### src/rtl/bram_arb_pkg.sv
// Package: bram_arb_pkg
// Shared types and constants for the BRAM port-b arbiter.
//   state_e : arbiter FSM states (IDLE = normal arbitration, CLEAR = whole-memory clear)
//   mid_t   : master identifier (one bit, two requesters)
//   M_CORE  : id of the core load/store unit (m0)
//   M_HOST  : id of the host loader / debug port (m1)
package bram_arb_pkg;

  typedef enum logic {
    IDLE  = 1'b0,
    CLEAR = 1'b1
  } state_e;

  typedef logic mid_t;

  localparam mid_t M_CORE = 1'b0;
  localparam mid_t M_HOST = 1'b1;

endpackage

### src/rtl/bram_port_arbiter_if.sv
// Interface: bram_req_if
// One requester's req/gnt/rvalid handshake toward the shared BRAM port.
//   req/addr/we/be/wdata : request side, driven by the requester (master)
//   gnt                  : combinational grant, same cycle as req
//   rvalid/rdata         : response one cycle after gnt; rdata is 0 when rvalid is 0
// Modports: master = requester view, slave = arbiter view.
interface bram_req_if #(
  parameter int ADDR_W = 32,
  parameter int DATA_W = 32,
  parameter int BE_W   = 4
) ();

  logic              req;
  logic [ADDR_W-1:0] addr;
  logic              we;
  logic [BE_W-1:0]   be;
  logic [DATA_W-1:0] wdata;
  logic              gnt;
  logic              rvalid;
  logic [DATA_W-1:0] rdata;

  modport master (
    output req, addr, we, be, wdata,
    input  gnt, rvalid, rdata
  );

  modport slave (
    input  req, addr, we, be, wdata,
    output gnt, rvalid, rdata
  );

endinterface

### src/rtl/bram_arb_pick.sv
// Module: bram_arb_pick
// Purely combinational grant picker: two request bits -> one-hot grant.
// Build option BRAM_ARB_RR_EN:
//   defined   : round-robin; on a simultaneous request the master that is not ptr wins,
//               a lone requester always wins. Adds the ptr input.
//   undefined : fixed priority, m0 (core) over m1 (host).
// Ports:
//   req [1:0] : request bits, bit N = master N
//   ptr       : id of the most recently granted master (round-robin build only)
//   gnt [1:0] : one-hot grant, zero when nothing requests
module bram_arb_pick
  import bram_arb_pkg::*;
(
  input  logic [1:0] req,
`ifdef BRAM_ARB_RR_EN
  input  mid_t       ptr,
`endif
  output logic [1:0] gnt
);

  always_comb begin
    gnt = 2'b00;
`ifdef BRAM_ARB_RR_EN
    if (req == 2'b11) begin
      // Contention: hand the port to whoever did not have it last.
      gnt = (ptr == M_CORE) ? 2'b10 : 2'b01;
    end else begin
      gnt = req;
    end
`else
    gnt[0] = req[0];
    gnt[1] = req[1] & ~req[0];
`endif
  end

endmodule

### src/rtl/bram_port_arbiter.sv
// Module: bram_port_arbiter
// Shares one BRAM port-b between the core LSU (m0) and the host loader/debug port (m1),
// and sequences a whole-memory clear through mem_rstb, blocking grants until it finishes.
// Build option BRAM_ARB_RR_EN selects round-robin arbitration (default: m0 over m1).
// Ports:
//   clk, reset_n        : clock (forwarded on mem_clkb), asynchronous active-low reset
//   clear_i             : pulse to request a whole-memory clear (ignored during a clear)
//   clear_done_o        : one-cycle pulse on the last CLEAR cycle
//   busy_o              : high while the FSM is in CLEAR
//   m0, m1              : requester handshakes (bram_req_if.slave)
//   mem_clkb/enb/rstb   : BRAM clock, enable, clear strobe
//   mem_web             : byte write enables (be when we, else 0)
//   mem_addrb/dinb      : granted address / write data, 0 when idle
//   mem_doutb           : BRAM registered read data (1-cycle latency)
//   mem_rstb_busy       : BRAM reports its clear still in progress
module bram_port_arbiter
  import bram_arb_pkg::*;
#(
  parameter int ADDR_W = 32,
  parameter int DATA_W = 32,
  parameter int BE_W   = 4
) (
  input  logic              clk,
  input  logic              reset_n,
  input  logic              clear_i,
  output logic              clear_done_o,
  output logic              busy_o,
  bram_req_if.slave         m0,
  bram_req_if.slave         m1,
  output logic              mem_clkb,
  output logic              mem_enb,
  output logic              mem_rstb,
  output logic [BE_W-1:0]   mem_web,
  output logic [ADDR_W-1:0] mem_addrb,
  output logic [DATA_W-1:0] mem_dinb,
  input  logic [DATA_W-1:0] mem_doutb,
  input  logic              mem_rstb_busy
);

  state_e     state_q, state_d;
  logic       first_q, first_d;   // marks the first CLEAR cycle (the mem_rstb strobe)
  logic       arb_en;
  logic [1:0] req_vec;
  logic [1:0] pick_gnt;
  logic [1:0] gnt;
  mid_t       gnt_id;
  logic       valid_q;
  mid_t       owner_q;
  logic [1:0] rvalid_vec;

  assign mem_clkb = clk;
  assign req_vec  = {m1.req, m0.req};

`ifdef BRAM_ARB_RR_EN
  mid_t rr_ptr_q;

  always_ff @(posedge clk or negedge reset_n) begin
    if (!reset_n) begin
      rr_ptr_q <= M_CORE;
    end else if (|gnt) begin
      rr_ptr_q <= gnt_id;
    end
  end

  bram_arb_pick u_pick (
    .req (req_vec),
    .ptr (rr_ptr_q),
    .gnt (pick_gnt)
  );
`else
  bram_arb_pick u_pick (
    .req (req_vec),
    .gnt (pick_gnt)
  );
`endif

  // Gating with reset_n forces the combinational grant (and everything fed by it)
  // low the moment reset asserts, not at the next edge.
  assign gnt    = pick_gnt & {2{arb_en & reset_n}};
  assign gnt_id = gnt[1] ? M_HOST : M_CORE;
  assign m0.gnt = gnt[0];
  assign m1.gnt = gnt[1];

  // FSM next state / outputs
  always_comb begin
    state_d      = state_q;
    first_d      = 1'b0;
    arb_en       = 1'b0;
    mem_rstb     = 1'b0;
    busy_o       = 1'b0;
    clear_done_o = 1'b0;
    case (state_q)
      IDLE: begin
        if (clear_i) begin
          // The clear request cycle grants nothing.
          state_d = CLEAR;
          first_d = 1'b1;
        end else begin
          arb_en = 1'b1;
        end
      end
      CLEAR: begin
        busy_o = 1'b1;
        if (first_q) begin
          mem_rstb = 1'b1;
        end else if (!mem_rstb_busy) begin
          // mem_rstb_busy is only trusted after the strobe cycle, so the BRAM
          // has had a chance to raise it.
          clear_done_o = 1'b1;
          state_d      = IDLE;
        end
      end
      default: state_d = IDLE;
    endcase
  end

  always_ff @(posedge clk or negedge reset_n) begin
    if (!reset_n) begin
      state_q <= IDLE;
      first_q <= 1'b0;
      valid_q <= 1'b0;
      owner_q <= M_CORE;
    end else begin
      state_q <= state_d;
      first_q <= first_d;
      valid_q <= |gnt;
      if (|gnt) begin
        owner_q <= gnt_id;
      end
    end
  end

  // Port-b mux: the granted master drives the BRAM, otherwise everything is 0.
  always_comb begin
    mem_enb   = |gnt;
    mem_web   = '0;
    mem_addrb = '0;
    mem_dinb  = '0;
    if (gnt[0]) begin
      mem_web   = m0.we ? m0.be : '0;
      mem_addrb = m0.addr;
      mem_dinb  = m0.wdata;
    end else if (gnt[1]) begin
      mem_web   = m1.we ? m1.be : '0;
      mem_addrb = m1.addr;
      mem_dinb  = m1.wdata;
    end
  end

  // Response routing: the BRAM output belongs to whoever was granted last cycle.
  // Writes get a response too; the BRAM returns the merged word.
  assign rvalid_vec[0] = valid_q & (owner_q == M_CORE);
  assign rvalid_vec[1] = valid_q & (owner_q == M_HOST);

  assign m0.rvalid = rvalid_vec[0];
  assign m1.rvalid = rvalid_vec[1];
  assign m0.rdata  = rvalid_vec[0] ? mem_doutb : '0;
  assign m1.rdata  = rvalid_vec[1] ? mem_doutb : '0;

endmodule

### src/flat_wrapper.sv
// flat-port wrapper written by rule: the top's interface ports become plain ports
module bram_port_arbiter_flat import bram_arb_pkg::*;
#(
  parameter int ADDR_W = 32,
  parameter int DATA_W = 32,
  parameter int BE_W   = 4
)
  (clk, reset_n, clear_i, clear_done_o, busy_o, mem_clkb, mem_enb, mem_rstb, mem_web, mem_addrb, mem_dinb, mem_doutb, mem_rstb_busy, m0_req, m0_addr, m0_we, m0_be, m0_wdata, m0_gnt, m0_rvalid, m0_rdata, m1_req, m1_addr, m1_we, m1_be, m1_wdata, m1_gnt, m1_rvalid, m1_rdata);
  bram_req_if #(.ADDR_W(ADDR_W), .DATA_W(DATA_W), .BE_W(BE_W)) m0_i ();
  bram_req_if #(.ADDR_W(ADDR_W), .DATA_W(DATA_W), .BE_W(BE_W)) m1_i ();
  input  logic clk;
  input  logic reset_n;
  input  logic clear_i;
  output logic clear_done_o;
  output logic busy_o;
  output logic mem_clkb;
  output logic mem_enb;
  output logic mem_rstb;
  output logic [BE_W-1:0] mem_web;
  output logic [ADDR_W-1:0] mem_addrb;
  output logic [DATA_W-1:0] mem_dinb;
  input  logic [DATA_W-1:0] mem_doutb;
  input  logic mem_rstb_busy;
  input wire logic [$bits(m0_i.req)-1:0] m0_req;
  input wire logic [$bits(m0_i.addr)-1:0] m0_addr;
  input wire logic [$bits(m0_i.we)-1:0] m0_we;
  input wire logic [$bits(m0_i.be)-1:0] m0_be;
  input wire logic [$bits(m0_i.wdata)-1:0] m0_wdata;
  output wire logic [$bits(m0_i.gnt)-1:0] m0_gnt;
  output wire logic [$bits(m0_i.rvalid)-1:0] m0_rvalid;
  output wire logic [$bits(m0_i.rdata)-1:0] m0_rdata;
  input wire logic [$bits(m1_i.req)-1:0] m1_req;
  input wire logic [$bits(m1_i.addr)-1:0] m1_addr;
  input wire logic [$bits(m1_i.we)-1:0] m1_we;
  input wire logic [$bits(m1_i.be)-1:0] m1_be;
  input wire logic [$bits(m1_i.wdata)-1:0] m1_wdata;
  output wire logic [$bits(m1_i.gnt)-1:0] m1_gnt;
  output wire logic [$bits(m1_i.rvalid)-1:0] m1_rvalid;
  output wire logic [$bits(m1_i.rdata)-1:0] m1_rdata;
  assign m0_i.req = m0_req;
  assign m0_i.addr = m0_addr;
  assign m0_i.we = m0_we;
  assign m0_i.be = m0_be;
  assign m0_i.wdata = m0_wdata;
  assign m0_gnt = m0_i.gnt;
  assign m0_rvalid = m0_i.rvalid;
  assign m0_rdata = m0_i.rdata;
  assign m1_i.req = m1_req;
  assign m1_i.addr = m1_addr;
  assign m1_i.we = m1_we;
  assign m1_i.be = m1_be;
  assign m1_i.wdata = m1_wdata;
  assign m1_gnt = m1_i.gnt;
  assign m1_rvalid = m1_i.rvalid;
  assign m1_rdata = m1_i.rdata;
  bram_port_arbiter #(.ADDR_W(ADDR_W), .DATA_W(DATA_W), .BE_W(BE_W)) u_core (.clk(clk), .reset_n(reset_n), .clear_i(clear_i), .clear_done_o(clear_done_o), .busy_o(busy_o), .m0(m0_i), .m1(m1_i), .mem_clkb(mem_clkb), .mem_enb(mem_enb), .mem_rstb(mem_rstb), .mem_web(mem_web), .mem_addrb(mem_addrb), .mem_dinb(mem_dinb), .mem_doutb(mem_doutb), .mem_rstb_busy(mem_rstb_busy));
endmodule
### config.mk
export PLATFORM = sky130hd
export DESIGN_NAME = bram_port_arbiter_flat
export DESIGN_NICKNAME = d
export VERILOG_FILES = /design/src/rtl/bram_arb_pkg.sv /design/src/rtl/bram_port_arbiter_if.sv /design/src/rtl/bram_arb_pick.sv /design/src/rtl/bram_port_arbiter.sv /design/src/flat_wrapper.sv
export SDC_FILE = /design/constraint.sdc
export NUM_CORES = 1
export LEC_CHECK = 0
export ABC_AREA = 1
export BUFFER_PORTS_ARGS = -buffer_cell sky130_fd_sc_hd__buf_2
export CAP_MARGIN = 20
export CORE_AREA = 8 8 117 119
export DETAILED_ROUTE_END_ITERATION = 7
export DIE_AREA = 0 0 125 127
export MAX_ROUTING_LAYER = met4
export PLACE_DENSITY = 0.64
export SYNTH_ARGS = -nofsm -noshare
export SYNTH_HDL_FRONTEND = slang
export SYNTH_SLANG_ARGS = --single-unit
### constraint.sdc
create_clock -name clk -period 1.07 [get_ports clk]
set_input_delay 0.1605 -clock clk [delete_from_list [all_inputs] [get_ports clk]]
set_output_delay 0.1605 -clock clk [all_outputs]
set_load 0.02 [all_outputs]
==> flow_summary.toml <==
[timing]
slew_violations = 0
min_period_ns = 1.72
setup_ws_ns = -0.653
max_slew_margin_pct = 78.9
max_slew.worst_pin.slew_ns = 0.317
fmax_mhz = 580
rsz0062_at_grt = "true"
period_share_pct = 161
finalClockSkew_ns = 0.00453
hold_viol_final = 0
setup_viol = 142
hold_ws_ns = 0.0630

[drt]
drc = 0
drt_wl_total_microns = 15400
drtAntennaViolNets = 0
via_per_inst = 4.85
drt_iter0_drc = 247
drt_first_pass_iters = 4
vias = 4228
wl_per_cell_microns = 17.6

[placed_design]
post_dp_cell_area_sq_um = 4550
gp_congestion = 0.845
dp.cells = 851
numPortBuffers = 316
hpwl_microns = 11400

[worst_setup_path]
cp-end-kind = "output port"
critPathBufInv = 3
path_class = "flip-flop to output port"
cp_max_fo = 21
path_delay_family = "buffers and inverters"
required_ns = 0.91
worstSetupStartpointType = "flip-flop"
slowest_delay_ns = 0.41
cpMostUsedCell = "buf_12"
crit_path_top_delay_cell = "dfrtp_2"
worstPathCellList = "nor2_4 -> buf_12 -> buf_12 -> nand4_1 -> nand2_2 -> buf_4"
cp.arrival_ns = 1.56

[yosys]
async_flop_share_pct = 100
yosys.cell_count.top_type = "nand4_1"
synth.net_count = 570
syn_inst = 394
avgSynthCellArea_sq_um = 5.26
yosysTopAreaCell = "nand4_1"
yosysTopAreaCellShare_pct = 41.0
ys_ff_latch = 4
synthTopCellsByCount = "136 x nand4_1, 81 x nand2_1, 66 x nor2_1"
synth_area_leaders = "nand4_1 41%, nand2_1 15%, nor2_1 12%"
yosysSeqAreaShare_pct = 4.83
yosysWarnings = 0
ys_types = 15
synth-edff-count = 0
synth_area_sq_um = 2070
ys.flop_type = "dfrtp_1"

[power]
clockPowerShare_pct = 33.1
switching_share_pct = 39.9
powerDensity_nw_per_um2 = 665
p_seq_share_pct = 5.3
intPower_uw = 2330
p_sw_uw = 1550
peakVddDrop_uv = 423
report.power.total_uw = 3880
p_leak_uw = 0.00309
combPwrFrac_pct = 61.6

[finish]
instances_no_fill = 872
fillerInstances = 1127
utilization_pct = 49.4
design_area_sq_um = 5840
drive_gt1_share_pct = 72.4
diodes = 0
nets = 902
area_growth_pct = 181

[grt]
grt_max_degree = 60
grt_pass1_wl_microns = 22400
grt_pass1_vias = 4233
grt_usage_pct = 17.5
grt_remaining_overflow = 0
antenna_found_initial = 0

[job]
maxCapViolCount = 0

[die]
io_pins = 317
rows = 40
die_h_microns = 127
initial_core_util_pct = 17.6
core_sq_um = 11800
die-area_sq_um = 15900
die_w_microns = 125

[outcome]
status = "finished, violations left"
violations = "negative setup slack"

[cts]
clock_latency_ns = 0.33
clkTransAtPathRegs_ns = 0.03
cts_tree = "done"

[min_path]
hold_class = "input pin to flip-flop"
[sequential cells by signal, summed over array words and instances (netlist names)]
| name | flops |
|---|---|
| u_core.owner_q | 1 |
| u_core.first_q | 1 |
| u_core.valid_q | 1 |
| u_core.state_q | 1 |
[worst reg2reg max path, cell delays in order, from the launching register on]
cell     delay [ns]
dfrtp_2        0.41
buf_4          0.14
buf_6          0.10
buf_6          0.11
nor3b_4        0.15
buf_4          0.13
buf_4          0.12
nor2_2         0.06
[cells by family after synthesis]
kind of cell	count (synthesis)	share of synthesized area, %
flops	4	4.83
simple gates	289	70.3
buf+inv	101	24.9
[cell usage in the layout (no fill, tap or decap), drive strengths merged]
| cell | synthesis | routed |
|---|---|---|
| buf | 49 | 375 |
| clkbuf | 4 | 7 |
| clkinv | 0 | 1 |
| dfrtp | 4 | 4 |
| dlygate4sd3 | 0 | 2 |
| inv | 48 | 47 |
| nand2 | 81 | 81 |
| nand3 | 2 | 2 |
| nand4 | 136 | 136 |
| nor2 | 68 | 68 |
| nor3b | 1 | 1 |
| or2 | 1 | 1 |
[worst paths after layout]
path | to | cells after the start | slack [ns] | start
worst max register to register | u_core.state_q$_DFF_PN0_ | 7 | -0.22 | u_core.state_q$_DFF_PN0_
worst min register to register | u_core.owner_q$_DFFE_PN0P_ | 3 | 0.60 | u_core.owner_q$_DFFE_PN0P_
max in group asynchronous | u_core.valid_q$_DFF_PN0_ | 4 | 0.43 | reset_n
min in group asynchronous | u_core.first_q$_DFF_PN0_ | 3 | 0.36 | reset_n
worst min-delay path | u_core.first_q$_DFF_PN0_ | 3 | 0.06 | clear_i
worst max-delay path | mem_addrb[22] | 6 | -0.65 | u_core.state_q$_DFF_PN0_
[metal layers]
metal | global-route usage (%) | up-vias | routed length [microns]
li1 | - | 2037 | -
met5 | - | - | 0
met1 | 18.4 | 1955 | 5730
met2 | 33.1 | 226 | 8330
met3 | 4.62 | 10 | 1160
met4 | 1.86 | 0 | 133
[power groups by stage]
stage	sequential [uW]	clock, uW	combinational, uW
2_1_floorplan	217	109	1040
3_3_place_gp	202	87.3	1890
3_5_place_dp	203	87.3	1900
4_1_cts	206	1310	2260
5_1_grt	210	1340	2550
6_report	206	1280	2390
[what timing repair did]
item                       4_1_cts  5_1_grt
hold buffers                     2        0
pin swaps                        4        8
hold endpoints to repair         4        0
buffers inserted                 5        5
gates cloned                     5        0
setup endpoints to repair      142      143
gates resized for setup        192       94
[per-stage QoR]
stage          setup slack, ns  TNS, ns
2_1_floorplan           -0.191   -15.21
6_report                -0.653   -76.51
3_5_place_dp            -0.366   -28.68
4_1_cts                 -0.648   -75.37
3_3_place_gp            -0.325   -26.86
5_1_grt                 -0.720   -85.28
[final cells by class]
| class | instances | area (sq um) | area share [%] |
|---|---|---|---|
| timing repair buffer | 376 | 3050 | 52.2 |
| multi-input combinational | 289 | 2140 | 36.7 |
| inverter | 48 | 195 | 3.34 |
| tap | 147 | 184 | 3.15 |
| clock buffer | 8 | 165 | 2.83 |
| sequential | 4 | 101 | 1.74 |
Note: power is estimated with default switching activity, not from simulation.
